## config.mk

```make
export PLATFORM = sky130hd
export DESIGN_NAME = busca_vizinhos_flat
export DESIGN_NICKNAME = d
export VERILOG_FILES = /design/src/rtl/busca_vizinhos_if.sv /design/src/rtl/busca_vizinhos.sv /design/src/flat_wrapper.sv
export SDC_FILE = /design/constraint.sdc
export NUM_CORES = 1
export LEC_CHECK = 0
export ABC_CLOCK_PERIOD_IN_PS = 4320
export BUFFER_PORTS_ARGS = -buffer_cell sky130_fd_sc_hd__buf_2
export CAP_MARGIN = 20
export CORE_MARGIN = 1.5
export CORE_UTILIZATION = 53
export CTS_CLUSTER_SIZE = 30
export DETAILED_ROUTE_END_ITERATION = 8
export GPL_ROUTABILITY_DRIVEN = 0
export PLACE_DENSITY = 0.95
export SYNTH_ARGS = -nofsm -noshare
export SYNTH_HDL_FRONTEND = slang
export SYNTH_SLANG_ARGS = --single-unit
```

## constraint.sdc

```tcl
create_clock -name clk -period 4.32 [get_ports clk]
set_input_delay 0.864 -clock clk [delete_from_list [all_inputs] [get_ports clk]]
set_output_delay 0.864 -clock clk [all_outputs]
set_load 0.01 [all_outputs]
```

## src/rtl/busca_vizinhos_if.sv

```systemverilog
// Bus bundle for busca_vizinhos: start/status, adjacency and distance memory
// ports, and the operand/result pair of the external relaxation PE.
// Optional macro BUSCA_ANTECESSOR_EN adds the predecessor write-back pair.
//
// Handshake semantics: start_in is a level request sampled only while the
// block is idle; every *_rd_en_out is a one-cycle pulse and the matching
// *_rd_data_in must be valid during the following cycle; dist_wr_en_out is a
// one-cycle pulse that commits dist_wr_data_out at dist_addr_out.
interface busca_vizinhos_if #(
    parameter int DIST_WIDTH   = 8,
    parameter int CUSTO_WIDTH  = 8,
    parameter int NO_WIDTH     = 5,
    parameter int MAX_VIZINHOS = 4
);
    localparam int SLOT_W = $clog2(MAX_VIZINHOS);

    logic                            start_in;
    logic [NO_WIDTH-1:0]             no_id_in;
    logic                            busy_out;
    logic                            done_out;
    logic                            adj_rd_en_out;
    logic [NO_WIDTH+SLOT_W-1:0]      adj_addr_out;
    logic [NO_WIDTH+CUSTO_WIDTH:0]   adj_rd_data_in;
    logic                            dist_rd_en_out;
    logic [NO_WIDTH-1:0]             dist_addr_out;
    logic [DIST_WIDTH-1:0]           dist_rd_data_in;
    logic                            dist_wr_en_out;
    logic [DIST_WIDTH-1:0]           dist_wr_data_out;
    logic [DIST_WIDTH-1:0]           dist_no_out;
    logic [CUSTO_WIDTH-1:0]          custo_vizinho_out;
    logic [DIST_WIDTH-1:0]           dist_vizinho_out;
    logic                            update_in;
    logic [DIST_WIDTH-1:0]           nova_dist_in;
    logic [SLOT_W:0]                 relax_count_out;
`ifdef BUSCA_ANTECESSOR_EN
    logic                            pred_wr_en_out;
    logic [NO_WIDTH-1:0]             pred_wr_data_out;

    modport master (
        input  start_in, no_id_in, adj_rd_data_in, dist_rd_data_in, update_in, nova_dist_in,
        output busy_out, done_out, adj_rd_en_out, adj_addr_out, dist_rd_en_out, dist_addr_out,
               dist_wr_en_out, dist_wr_data_out, dist_no_out, custo_vizinho_out,
               dist_vizinho_out, relax_count_out, pred_wr_en_out, pred_wr_data_out
    );
    modport slave (
        output start_in, no_id_in, adj_rd_data_in, dist_rd_data_in, update_in, nova_dist_in,
        input  busy_out, done_out, adj_rd_en_out, adj_addr_out, dist_rd_en_out, dist_addr_out,
               dist_wr_en_out, dist_wr_data_out, dist_no_out, custo_vizinho_out,
               dist_vizinho_out, relax_count_out, pred_wr_en_out, pred_wr_data_out
    );
`else
    modport master (
        input  start_in, no_id_in, adj_rd_data_in, dist_rd_data_in, update_in, nova_dist_in,
        output busy_out, done_out, adj_rd_en_out, adj_addr_out, dist_rd_en_out, dist_addr_out,
               dist_wr_en_out, dist_wr_data_out, dist_no_out, custo_vizinho_out,
               dist_vizinho_out, relax_count_out
    );
    modport slave (
        output start_in, no_id_in, adj_rd_data_in, dist_rd_data_in, update_in, nova_dist_in,
        input  busy_out, done_out, adj_rd_en_out, adj_addr_out, dist_rd_en_out, dist_addr_out,
               dist_wr_en_out, dist_wr_data_out, dist_no_out, custo_vizinho_out,
               dist_vizinho_out, relax_count_out
    );
`endif
endinterface

```

## src/rtl/busca_vizinhos.sv

```systemverilog
// busca_vizinhos: relaxes every neighbour of one node (one Dijkstra/Bellman
// step). Reads the node distance, walks its adjacency slots, reads each
// neighbour distance, lets the external PE decide, and writes improvements.
// Optional macro BUSCA_ANTECESSOR_EN adds predecessor write-back.
// o_state exposes the FSM state for debug.
module busca_vizinhos #(
    parameter int DIST_WIDTH   = 8,
    parameter int CUSTO_WIDTH  = 8,
    parameter int NO_WIDTH     = 5,
    parameter int MAX_VIZINHOS = 4
) (
    input  logic               clk,
    input  logic               rst_n,
    busca_vizinhos_if.master   bus,
    output logic [3:0]         o_state
);
    localparam int SLOT_W = $clog2(MAX_VIZINHOS);
    localparam int ADJ_W  = 1 + NO_WIDTH + CUSTO_WIDTH;
    localparam logic [DIST_WIDTH-1:0] INF = '1;

    localparam logic [3:0] S_IDLE    = 4'd0;
    localparam logic [3:0] S_RD_NO   = 4'd1;
    localparam logic [3:0] S_LAT_NO  = 4'd2;
    localparam logic [3:0] S_RD_ADJ  = 4'd3;
    localparam logic [3:0] S_LAT_ADJ = 4'd4;
    localparam logic [3:0] S_RD_VIZ  = 4'd5;
    localparam logic [3:0] S_LAT_VIZ = 4'd6;
    localparam logic [3:0] S_AVALIA  = 4'd7;
    localparam logic [3:0] S_ESCREVE = 4'd8;
    localparam logic [3:0] S_FIM     = 4'd9;

    logic [3:0]             r_state;
    logic [NO_WIDTH-1:0]    r_no_id;
    logic [SLOT_W-1:0]      r_slot;
    logic [NO_WIDTH-1:0]    r_viz_id;
    logic [DIST_WIDTH-1:0]  r_dist_no;
    logic [CUSTO_WIDTH-1:0] r_custo;
    logic [DIST_WIDTH-1:0]  r_dist_viz;
    logic [DIST_WIDTH-1:0]  r_nova;
    logic [SLOT_W:0]        r_count;

    logic                   w_adj_valid;
    logic [NO_WIDTH-1:0]    w_adj_viz;
    logic [CUSTO_WIDTH-1:0] w_adj_custo;
    logic [DIST_WIDTH:0]    w_soma;
    logic                   w_cabe;
    logic                   w_ultimo;

    assign w_adj_valid = bus.adj_rd_data_in[ADJ_W-1];
    assign w_adj_viz   = bus.adj_rd_data_in[NO_WIDTH+CUSTO_WIDTH-1 -: NO_WIDTH];
    assign w_adj_custo = bus.adj_rd_data_in[CUSTO_WIDTH-1:0];

    // Sum carried one bit wider so an overflowing path can never be written.
    assign w_soma   = {1'b0, r_dist_no} + {{(DIST_WIDTH+1-CUSTO_WIDTH){1'b0}}, r_custo};
    assign w_cabe   = w_soma < {1'b0, INF};
    assign w_ultimo = r_slot == SLOT_W'(MAX_VIZINHOS-1);

    // Outputs are decoded from registered state only, so reset clears them at once.
    assign o_state               = r_state;
    assign bus.busy_out          = r_state != S_IDLE;
    assign bus.done_out          = r_state == S_FIM;
    assign bus.adj_rd_en_out     = r_state == S_RD_ADJ;
    assign bus.adj_addr_out      = {r_no_id, r_slot};
    assign bus.dist_rd_en_out    = (r_state == S_RD_NO) || (r_state == S_RD_VIZ);
    assign bus.dist_addr_out     = (r_state == S_RD_NO) ? r_no_id : r_viz_id;
    assign bus.dist_wr_en_out    = r_state == S_ESCREVE;
    assign bus.dist_wr_data_out  = r_nova;
    assign bus.dist_no_out       = r_dist_no;
    assign bus.custo_vizinho_out = r_custo;
    assign bus.dist_vizinho_out  = r_dist_viz;
    assign bus.relax_count_out   = r_count;
`ifdef BUSCA_ANTECESSOR_EN
    assign bus.pred_wr_en_out    = r_state == S_ESCREVE;
    assign bus.pred_wr_data_out  = r_no_id;
`endif

    // Control FSM and operand registers for one expansion run.
    always_ff @(posedge clk or negedge rst_n) begin
        if (!rst_n) begin
            r_state    <= S_IDLE;
            r_no_id    <= '0;
            r_slot     <= '0;
            r_viz_id   <= '0;
            r_dist_no  <= '0;
            r_custo    <= '0;
            r_dist_viz <= '0;
            r_nova     <= '0;
            r_count    <= '0;
        end else begin
            case (r_state)
                S_IDLE: begin
                    if (bus.start_in) begin
                        r_no_id <= bus.no_id_in;
                        r_slot  <= '0;
                        r_count <= '0;
                        r_state <= S_RD_NO;
                    end
                end
                S_RD_NO:  r_state <= S_LAT_NO;
                S_LAT_NO: begin
                    r_dist_no <= bus.dist_rd_data_in;
                    r_state   <= (bus.dist_rd_data_in == INF) ? S_FIM : S_RD_ADJ;
                end
                S_RD_ADJ:  r_state <= S_LAT_ADJ;
                S_LAT_ADJ: begin
                    if (w_adj_valid) begin
                        r_viz_id <= w_adj_viz;
                        r_custo  <= w_adj_custo;
                        r_state  <= S_RD_VIZ;
                    end else begin
                        r_state  <= S_FIM;
                    end
                end
                S_RD_VIZ:  r_state <= S_LAT_VIZ;
                S_LAT_VIZ: begin
                    r_dist_viz <= bus.dist_rd_data_in;
                    r_state    <= S_AVALIA;
                end
                S_AVALIA: begin
                    r_nova <= bus.nova_dist_in;
                    if (bus.update_in && w_cabe) begin
                        r_state <= S_ESCREVE;
                    end else if (w_ultimo) begin
                        r_state <= S_FIM;
                    end else begin
                        r_slot  <= r_slot + SLOT_W'(1);
                        r_state <= S_RD_ADJ;
                    end
                end
                S_ESCREVE: begin
                    r_count <= r_count + (SLOT_W+1)'(1);
                    if (w_ultimo) begin
                        r_state <= S_FIM;
                    end else begin
                        r_slot  <= r_slot + SLOT_W'(1);
                        r_state <= S_RD_ADJ;
                    end
                end
                S_FIM:   r_state <= S_IDLE;
                default: r_state <= S_IDLE;
            endcase
        end
    end
endmodule

```

## src/flat_wrapper.sv

```systemverilog
// flat-port wrapper written by rule: the top's interface ports become plain ports
module busca_vizinhos_flat 
#(
    parameter int DIST_WIDTH   = 8,
    parameter int CUSTO_WIDTH  = 8,
    parameter int NO_WIDTH     = 5,
    parameter int MAX_VIZINHOS = 4
)
  (clk, rst_n, o_state, bus_start_in, bus_no_id_in, bus_adj_rd_data_in, bus_dist_rd_data_in, bus_update_in, bus_nova_dist_in, bus_busy_out, bus_done_out, bus_adj_rd_en_out, bus_adj_addr_out, bus_dist_rd_en_out, bus_dist_addr_out, bus_dist_wr_en_out, bus_dist_wr_data_out, bus_dist_no_out, bus_custo_vizinho_out, bus_dist_vizinho_out, bus_relax_count_out);
  busca_vizinhos_if #(.DIST_WIDTH(DIST_WIDTH), .CUSTO_WIDTH(CUSTO_WIDTH), .NO_WIDTH(NO_WIDTH), .MAX_VIZINHOS(MAX_VIZINHOS)) bus_i ();
  input  logic clk;
  input  logic rst_n;
  output logic [3:0] o_state;
  input wire logic [$bits(bus_i.start_in)-1:0] bus_start_in;
  input wire logic [$bits(bus_i.no_id_in)-1:0] bus_no_id_in;
  input wire logic [$bits(bus_i.adj_rd_data_in)-1:0] bus_adj_rd_data_in;
  input wire logic [$bits(bus_i.dist_rd_data_in)-1:0] bus_dist_rd_data_in;
  input wire logic [$bits(bus_i.update_in)-1:0] bus_update_in;
  input wire logic [$bits(bus_i.nova_dist_in)-1:0] bus_nova_dist_in;
  output wire logic [$bits(bus_i.busy_out)-1:0] bus_busy_out;
  output wire logic [$bits(bus_i.done_out)-1:0] bus_done_out;
  output wire logic [$bits(bus_i.adj_rd_en_out)-1:0] bus_adj_rd_en_out;
  output wire logic [$bits(bus_i.adj_addr_out)-1:0] bus_adj_addr_out;
  output wire logic [$bits(bus_i.dist_rd_en_out)-1:0] bus_dist_rd_en_out;
  output wire logic [$bits(bus_i.dist_addr_out)-1:0] bus_dist_addr_out;
  output wire logic [$bits(bus_i.dist_wr_en_out)-1:0] bus_dist_wr_en_out;
  output wire logic [$bits(bus_i.dist_wr_data_out)-1:0] bus_dist_wr_data_out;
  output wire logic [$bits(bus_i.dist_no_out)-1:0] bus_dist_no_out;
  output wire logic [$bits(bus_i.custo_vizinho_out)-1:0] bus_custo_vizinho_out;
  output wire logic [$bits(bus_i.dist_vizinho_out)-1:0] bus_dist_vizinho_out;
  output wire logic [$bits(bus_i.relax_count_out)-1:0] bus_relax_count_out;
  assign bus_i.start_in = bus_start_in;
  assign bus_i.no_id_in = bus_no_id_in;
  assign bus_i.adj_rd_data_in = bus_adj_rd_data_in;
  assign bus_i.dist_rd_data_in = bus_dist_rd_data_in;
  assign bus_i.update_in = bus_update_in;
  assign bus_i.nova_dist_in = bus_nova_dist_in;
  assign bus_busy_out = bus_i.busy_out;
  assign bus_done_out = bus_i.done_out;
  assign bus_adj_rd_en_out = bus_i.adj_rd_en_out;
  assign bus_adj_addr_out = bus_i.adj_addr_out;
  assign bus_dist_rd_en_out = bus_i.dist_rd_en_out;
  assign bus_dist_addr_out = bus_i.dist_addr_out;
  assign bus_dist_wr_en_out = bus_i.dist_wr_en_out;
  assign bus_dist_wr_data_out = bus_i.dist_wr_data_out;
  assign bus_dist_no_out = bus_i.dist_no_out;
  assign bus_custo_vizinho_out = bus_i.custo_vizinho_out;
  assign bus_dist_vizinho_out = bus_i.dist_vizinho_out;
  assign bus_relax_count_out = bus_i.relax_count_out;
  busca_vizinhos #(.DIST_WIDTH(DIST_WIDTH), .CUSTO_WIDTH(CUSTO_WIDTH), .NO_WIDTH(NO_WIDTH), .MAX_VIZINHOS(MAX_VIZINHOS)) u_core (.clk(clk), .rst_n(rst_n), .bus(bus_i), .o_state(o_state));
endmodule
```

**Word-level counts from Yosys, hierarchy flattened**

Index checks and enable logic that the tools add are counted.

- Register bits after elaboration: 51
- Input bits: 39
- Output and inout port bits: 56
- Logic and storage cells: 49

- $add $sub $neg: 3
- Magnitude comparators: 1
- Equal/unequal tests: 13
- Mux-type cells: 13
- Reduce and logical (&&, ||, !) cells: 10

Operators by type and width:

| kind | number |
|---|---|
| case mux 4 bit (9 select lines) | 1 |
| two-way mux 4 bit | 5 |
| == test 4 x 3 -> 1 bit (second input constant) | 4 |
| adder 8 x 8 -> 9 bit | 1 |
| less-than comparator 9 x 8 -> 1 bit (second input constant) | 1 |
| == test 4 x 2 -> 1 bit (second input constant) | 2 |
| == test 4 bit (second input constant) | 2 |
| == test 8 bit (second input constant) | 1 |
| two-way mux 2 bit | 3 |
| case mux 2 bit (3 select lines) | 1 |
| case mux 3 bit (2 select lines) | 1 |
| AND reduction 2 bit | 3 |
| two-way mux 5 bit | 1 |
| == test 4 x 1 -> 1 bit (second input constant) | 1 |
| logical NOT 4 bit | 1 |
| inequality test 2 bit (second input constant) | 2 |
| nonzero test 4 bit | 1 |
| adder 3 x 1 -> 3 bit (second input constant) | 1 |
| two-way mux 3 bit | 1 |
| AND reduction 3 bit | 1 |
| nonzero test 3 bit | 1 |
| adder 2 x 1 -> 2 bit (second input constant) | 1 |
| == test 2 bit (second input constant) | 1 |
| nonzero test 2 bit | 1 |
| 2 further kinds | 2 |

**Longest topological paths before layout**

Gate-level depths: netlist of run 1.

- Word-level depth: 5
- Gate-level depth with buffers: 9
- Gate-level depth less buffers: 9

**Least setup slack after synthesis of run 1**

No wires, ideal clock.

- Kind: register to output
- From: reg u_core.r_state[1] (netlist: u_core.o_state[1])
- To: out bus_dist_addr_out[0]
- Arrival time: 1,595 ps
- Data required time: 3,456 ps
- Setup slack: 1,861 ps
- Cell stages (with the launch flop): 6
- Buffers on the path: 1
- Cell sequence: dfrtp_1 > clkbuf_1 > inv_1 > nand2_1 > nor3_1 > mux2_2

- Longest elaborated chain between the ends: 2

Ends and longest elaborated chain:

| what | line | RTL |
|---|---|---|
| start, declared | busca_vizinhos.sv:32 | `logic [3:0] r_state;` |
| start signal, assigned | busca_vizinhos.sv:102 | `r_state <= (bus.dist_rd_data_in == INF) ? S_FIM : S_RD_ADJ;` |
| == test 4 x 1 -> 1 bit | busca_vizinhos.sv:65 | `assign bus.dist_addr_out = (r_state == S_RD_NO) ? r_no_id : r_viz_id;` |
| two-way mux 5 bit | busca_vizinhos.sv:65 |  |
| end, declared | flat_wrapper.sv:25 | `output wire logic [$bits(bus_i.dist_addr_out)-1:0] bus_dist_addr_out;` |

No other way between the ends.

**Final worst setup path of run 1**

- From: reg u_core.r_state[1] (netlist: u_core.o_state[1])
- To: out bus_dist_addr_out[1]

The elaborated chain is that of the path after synthesis.

==> run summary, run 1 <==
In this run the worst hold path is classified as reg2reg. The tools report the area taken by multi-input logic gates as 1221 um^2. The worst reg2reg path endpoint was u_core.r_slot[1]. For the worst flop-to-flop path, the logic depth is 8. The number of cells on the worst hold path came out at 1. STA classifies the critical path startpoint as a register. The sum of routed wire length over all layers is 5477 um. Of the post-synthesis cell area, the dominant cell type holds 49.83%. Counting flops and latches in the post-synthesis netlist gives 51. The number of antenna diodes in the final layout is 0. Combined global-route utilization of all metal layers: 21.42%.

TritonCTS built the clock tree. The area added between synthesis and finish was 24.77%; the worst supply voltage drop on vdd was 0.0003954 V. The clock root buffer was sky130_fd_sc_hd__clkbuf_8. The overall die width came out at 72.52 um. Setup violations remaining at the end of the flow were counted as 0. Across all register-to-register paths, the minimum setup slack is 1.79 ns.

Summed over all nets, the half-perimeter wirelength after detailed placement is 4069 um. The final critical path takes up 71.54% of the cycle. The share of the Yosys chip area taken by registers is 49.83%. The H-tree was split into 2 levels. The run gives 3.46 ns as the required time of the critical path. Among cell families on the critical path, the largest total delay comes from simple AND/OR/NAND/NOR gates. Number of global-route vias before repair: 1937. The first global-routing pass estimated 8735 um of wire.

The logs give 0 for the total global routing overflow and 54.59% for the initial standard-cell utilization of the core. The final route contains 2032 vias. During I/O placement, the number of pins put on the boundary was 95. The mapped cell area is 2561 um^2. The clock latency at the later pin of the worst-skew pair was 0.30 ns; the final net count was 362. Measured along the y axis, the die boundary spans 72.52 um.

In this run the number of cells on the critical path is 5. After filler insertion, the fill cell instance count of the layout stands at 364. After routing, the total negative slack on setup checks comes to 0 ns. Across the run, the number of max-cap violations was 0. Counting both buffers and inverters, the worst setup path holds a total of 2.

Counting every net in the synthesized netlist gives 267. For the number of max-slew violations in the final report, the log shows 0. The final critical-path required period was 3.091 ns; the starting DRC count in detailed routing was 132. Input and output buffers added on the ports amount to 94.

The tools report the clock tree skew after final layout as 0.006499 ns. The number of design rule violations left after detail routing is 0, and the remaining number of nets flagged by the antenna check after routing is 0. Library cell with the largest summed area after synthesis: sky130_fd_sc_hd__dfrtp_1.

The end point of the most critical hold path is u_core.bus.relax_count_out[2]. The run gives 0 as the number of antenna violations at the first check in global routing. Clock tree synthesis inserted a total of 5 buffers.

The maximum fanout count along the critical path came out at 12. Dividing the detail-routed wire length by the instance count gives 14.96 um. Buffers inserted during post-CTS setup optimization: 0. The first detailed-routing pass took 4 iterations. Core outline area: 4692 um^2. The run gives 45.74% as the relative slew slack. The worst hold path begins at u_core.bus.relax_count_out[2].

The worst setup path is captured at an output port. Registers take 1276 um^2. The number of enable-type register cells in the synthesized netlist works out to 0. The power consumption is 2.608 mW. The final count of hold timing violations is 0, and the mean post-synth cell area is 11.80 um^2. The most used flip-flop cell after synthesis is sky130_fd_sc_hd__dfrtp_1. Static timing analysis puts the maximum clock frequency at 323.6 MHz. The fraction of final layout cells with drive strength greater than 1 is 49.36%. The category of the critical setup timing path was reg2out.

At the pin with the least slew margin, the transition time is 0.8076 ns. The run gives 0 as the count of instances resized after the clock tree is built. The clock passes through at most 2 buffers. After clock tree synthesis, the clock-pin slew on the worst setup and hold paths is 0.09 ns.

On the worst path, the slowest cell contributes a delay of 0.64 ns. By area the synthesized netlist is led by sky130_fd_sc_hd__dfrtp_1 (50%), sky130_fd_sc_hd__mux2_2 (20%), sky130_fd_sc_hd__ha_1 (4.9%), sky130_fd_sc_hd__o21ai_0 (2.1%), sky130_fd_sc_hd__nor2_1 (1.6%). The floorplan has 25 rows. The flow ran to the end, and the final reports show no timing, DRC or antenna violations. The quantity of hold-fixing buffers added after cts was 0. Setup repair after global routing left no endpoint under its margin.

The netlist uses 38 different library cells. The tools report the worst path arrival time as 2.23 ns. The maximum number of pins on one net before global-route repair is 52. Walking the worst path, the cells encountered are inv_1 > nand2_1 > nor3_1 > mux2_2 > buf_2. The Yosys step of the flow raised 0 warnings. In this run the critical register-to-register path is launched from u_core.bus.dist_no_out[0]. Synthesis produced a netlist whose cell count is 217.

The largest individual stage delay along the critical path comes from the cell sky130_fd_sc_hd__nor3_1. The leakage power of the design came out at 1.598 nW. Dividing total power by cell area gives a power density of 816.1 nW/um^2. Using the TritonRoute via totals, the vias-per-cell ratio works out to 5.552.

The share of synthesized flip-flops with an asynchronous set or reset is 100.0%. The clock drives 51 sinks. The die outline area was 5258 um^2.
-- layout by cell type, fill, tap and decap left out, types with 3 or more instances in the layout --
cell type / netlist / routed
sky130_fd_sc_hd__nand4_1: 3 / 3
sky130_fd_sc_hd__nand2_1: 10 / 10
sky130_fd_sc_hd__nor2_1: 11 / 11
sky130_fd_sc_hd__nand3_1: 4 / 4
sky130_fd_sc_hd__dfrtp_1: 51 / 51
sky130_fd_sc_hd__nor2b_1: 4 / 4
sky130_fd_sc_hd__o21a_1: 3 / 3
sky130_fd_sc_hd__clkbuf_8: 0 / 5
sky130_fd_sc_hd__inv_1: 10 / 10
sky130_fd_sc_hd__xor2_1: 4 / 4
sky130_fd_sc_hd__a21oi_1: 6 / 6
sky130_fd_sc_hd__o21ai_0: 11 / 11
sky130_fd_sc_hd__buf_2: 0 / 94
sky130_fd_sc_hd__nand2b_1: 4 / 4
sky130_fd_sc_hd__ha_1: 10 / 10
sky130_fd_sc_hd__mux2_2: 46 / 46
sky130_fd_sc_hd__nor3_1: 5 / 5
sky130_fd_sc_hd__nor3b_1: 4 / 4
-- cells in the mapped netlist, drive strengths merged, types with 2 or more instances --
cell type   n
dfrtp      51
mux2       46
nor2       11
o21ai      11
ha         10
inv        10
nand2      10
a21oi       6
clkbuf      6
nor3        6
nand2b      4
nand3       4
nor2b       4
nor3b       4
xor2        4
nand4       3
o21a        3
a211oi      2
and3        2
nand3b      2
nor4        2
or2         2
-- layer usage --
layer  up-vias  track usage (%)  share of wire [%]
li1        975                -                  -
met1       970            28.70                 43
met2        80            35.19                 48
met3         7            5.278                7.2
met4         0            5.451                1.1
met5         -                0                  0
-- power breakdown --
part	switching, mW	internal [mW]	leakage [nW]
registers	0.188	0.711	0.618
logic	0.697	0.693	0.928
clock network	0.149	0.170	0.0513
-- flip-flops by register name, indices dropped and copies added (netlist names) --
register,cells
u_core.bus.custo_vizinho_out,8
u_core.bus.dist_no_out,8
u_core.bus.dist_vizinho_out,8
u_core.bus.dist_wr_data_out,8
u_core.bus.relax_count_out,3
u_core.o_state,4
u_core.r_no_id,5
u_core.r_slot,2
u_core.r_viz_id,5
-- area by class of cell --
| type | instances | share of cell area [%] |
|---|---|---|
| clock buffers | 6 | 2.271 |
| clock inverters | 1 | 0.9397 |
| inverters | 10 | 1.175 |
| multi-input cells | 149 | 38.21 |
| flip-flops and latches | 51 | 39.94 |
| well taps | 54 | 2.114 |
| repair buffers | 95 | 15.35 |
-- stage by stage --
stage               instance area (um^2)  hold WS [ns]  worst slack (ns)  std cells  util, %
floorplan                           2561        0.4754             1.861        217        -
global placement                    3073        0.4644             1.613        358    65.49
detailed placement                  3073        0.4793             1.554        358    65.49
CTS                                 3176        0.4916             1.168        365    67.68
global route                        3196        0.5255             1.037        366    68.11
finish                              3196        0.4802             1.230        366    68.11
-- worst max path at each step --
stage,startpoint,end,slack [ns]
after global routing,u_core.o_state[1],bus_dist_addr_out[1],1.04
after floorplan,u_core.o_state[1],bus_dist_addr_out[0],1.86
after CTS,u_core.o_state[1],bus_dist_addr_out[1],1.17
after detailed placement,u_core.o_state[1],bus_dist_addr_out[1],1.55
final,u_core.o_state[1],bus_dist_addr_out[1],1.23
after global placement,u_core.o_state[1],bus_dist_addr_out[4],1.61
-- cells by family after synthesis --
logic type               synth area share (%)
AO/OA/AOI/OAI                           8.305
flip-flops                              49.83
adder cells (fa/ha/maj)                 5.667
XOR/XNOR                                1.368
buffers and inverters                   2.491
AND/OR/NAND/NOR                         11.72
multiplexers                            20.62
No activity file was read; power rests on OpenSTA's default activity.
==> inputs of run 2 (changes only) <==
ABC_CLOCK_PERIOD_IN_PS = 2600   (was 4320)
CORE_UTILIZATION = 44   (was 53)
PLACE_DENSITY = 0.85   (was 0.95)
clock period = 2.6 ns   (was 4.32 ns; I/O delays follow)
==> run summary, run 2 (same netlist as run 1, synthesis figures left out) <==
The most critical setup path has its startpoint at u_core.bus.custo_vizinho_out[0]. The post-detailed-route wirelength per cell came out at 14.73 um. The final critical path takes up 93.46% of the cycle. In this run the static leakage power is 1.608 nW. Number of antenna cells inserted: 0.

For this configuration, the core starts out at a cell density of 45.95%. The relative slew slack was 49.32%; the core outline area was 5574 um^2. The sum of negative setup slack was 0 ns; the quantity of hold-fixing buffers added after cts was 0. Area added between synthesis and finish: 25.75%. Total placed cells including tap cells: 381.

OpenSTA, run right after detailed placement, puts the worst setup slack at 0.06258 ns. The number of cells on the worst reg-to-reg path is 8. The tools report the maximum number of pins on one net before global-route repair as 32.

Global routing finished with a remaining overflow of 0. The clock slew seen by the registers of the worst setup and hold paths is 0.09 ns. For the buffers inserted during post-CTS setup optimization, the log shows 0. The area taken by multi-input logic gates was 1221 um^2.

The placed instance area is 3133 um^2, and the final non-filler cell total is 388. Switching portion of total power: 40.23%. The first global-routing pass estimated 9480 um of wire. The overall die width was 79.30 um; the detailed-routing iteration count for the pre-antenna-repair pass was 5. Across the VDD grid, the largest voltage drop is 0.0005748 V.

The tool flagged a number of max-cap violations equal to 0. The run finished with clean final reports. The filler cells instantiated in the layout total 493.

Cells with a size suffix above 1 make up 50.32% of the layout. The tools report the number of antenna violations at the first check in global routing as 0. Setup slack closes at 0.1701 ns. Across all hold checks on the routed design, the worst slack comes to 0.1627 ns. The internal power is 2.564 mW, and the number of global-route vias before repair is 1973. In this run the power spent charging and discharging nets is 1.725 mW. TritonCTS built the clock tree.

The top cell types in the final layout, fill and taps aside, are sky130_fd_sc_hd__buf_2 (94), sky130_fd_sc_hd__dfrtp_1 (51), sky130_fd_sc_hd__mux2_2 (46). The worst setup path is captured at a register. The final count of hold timing violations is 0, and the remaining number of nets flagged by the antenna check after routing is 0.

The tree is rooted in a sky130_fd_sc_hd__clkbuf_8. Dividing the detail-routed via count by the number of cells gives 5.237. The tightest min-delay check is of the in2async type. For this design the top-level I/O count stands at 95. The tools report the final number of setup-violating endpoints as 0. The run gives 0.01117 ns as the clock tree skew after final layout.

Starting DRC count in detailed routing: 80. Power consumption: 4.289 mW. The wire-length estimate of the detail-placed layout is 4361 um. Measured on the finished design, the core utilization comes to 57.78%.

The power per standard cell area was 1332 nW/um^2. For the count of instances resized after the clock tree is built, the log shows 0. For the pin with the worst max-slew slack, the measured transition is 0.7562 ns. The number of max-slew violations in the final report is 0, and the final critical-path required period is 2.430 ns. Across every metal layer, demand over resource in global routing totals 19.35%.

The tools report the power share of the clock group as 10.8%. The tools report the fraction of power consumed by combinational cells as 54.5%. STA puts the critical path data arrival time at 2.65 ns. Input and output buffers added on the ports amount to 94. After the last flow step, the layout net total stands at 366.

Category of the critical setup timing path: reg2reg. For this design, the sink count on the clock tree is 51. The required time of the critical path was 2.82 ns; the maximum clock rate was 411.5 MHz. The sum of routed wire length over all layers came out at 5716 um. The die covers 6288 um^2. For the number of placement rows, the log shows 27.

The maximum fanout count along the critical path was 3. The worst register-to-register path begins at u_core.bus.custo_vizinho_out[0]. The number of clock buffers added by TritonCTS is 5. The tools report the level count of the clock H-tree as 2.

Setup repair after global routing left no endpoint under its margin. Of the total power, registers draw 34.8%. At the later pin of the worst-skew pair, clock insertion delay measures 0.30 ns.

The sequential cells in the finished layout cover a total of 1276 um^2. The final instance area was 3221 um^2. The die is 79.30 um tall. In the routed design, unresolved DRC markers number 0. Summing over every cut layer, the via total after detailed routing is 2032.

The library cell used most frequently in the layout, excluding fill and tap cells, is sky130_fd_sc_hd__buf_2. No sink is reached through more buffers than the 2 on the longest clock path. STA classifies the critical path startpoint as a register.
==> run 2: cell count changes in the layout (fill, tap and decap cells not counted), sizes merged <==
cell | before | now
buf | 95 | 99
bufinv | 1 | 0
clkinv | 0 | 1
==> run 2: worst max-delay path, stage by stage (launching register included) <==
cell                       delay, ns
sky130_fd_sc_hd__dfrtp_1        0.40
sky130_fd_sc_hd__ha_1           0.23
sky130_fd_sc_hd__inv_1          0.09
sky130_fd_sc_hd__fa_1           0.43
sky130_fd_sc_hd__a311o_1        0.34
sky130_fd_sc_hd__nor4_2         0.13
sky130_fd_sc_hd__nand4_1        0.16
sky130_fd_sc_hd__o31a_1         0.38
sky130_fd_sc_hd__o221ai_1       0.19
==> run 2: final timing paths <==
path / endpoint / slack, ns
max reg2reg: u_core.r_slot[1] / 0.17
min: u_core.bus.relax_count_out[2] / 0.16
min in group clk: u_core.r_viz_id[4] / 0.44
max: u_core.r_slot[1] / 0.17
min reg2reg: u_core.bus.relax_count_out[2] / 0.48
max in group asynchronous: u_core.bus.custo_vizinho_out[6] / 1.65
==> run 2: layout make-up <==
type	instances	area share [%]
Tap cell	72	2.797
Multi-Input combinational cell	149	37.92
Inverter	10	1.166
Clock buffer	6	2.564
Clock inverter	1	0.1554
Sequential cell	51	39.63
Timing Repair Buffer	99	15.77
==> run 2: power by group through the flow <==
stage,sequential [mW],combinational (mW),clock [mW]
final,1.49,2.34,0.462
after global routing,1.55,2.59,0.515
after CTS,1.50,2.36,0.478
after detailed placement,1.51,2.35,0
after global placement,1.47,2.28,0
after floorplan,1.59,1.47,0
==> run 2: layer usage <==
metal / share of wire, % / GRT usage (%)
met5: 0 / 0
met4: 0.70 / 4.737
met2: 47 / 31.28
met1: 46 / 26.36
met3: 6.9 / 4.368
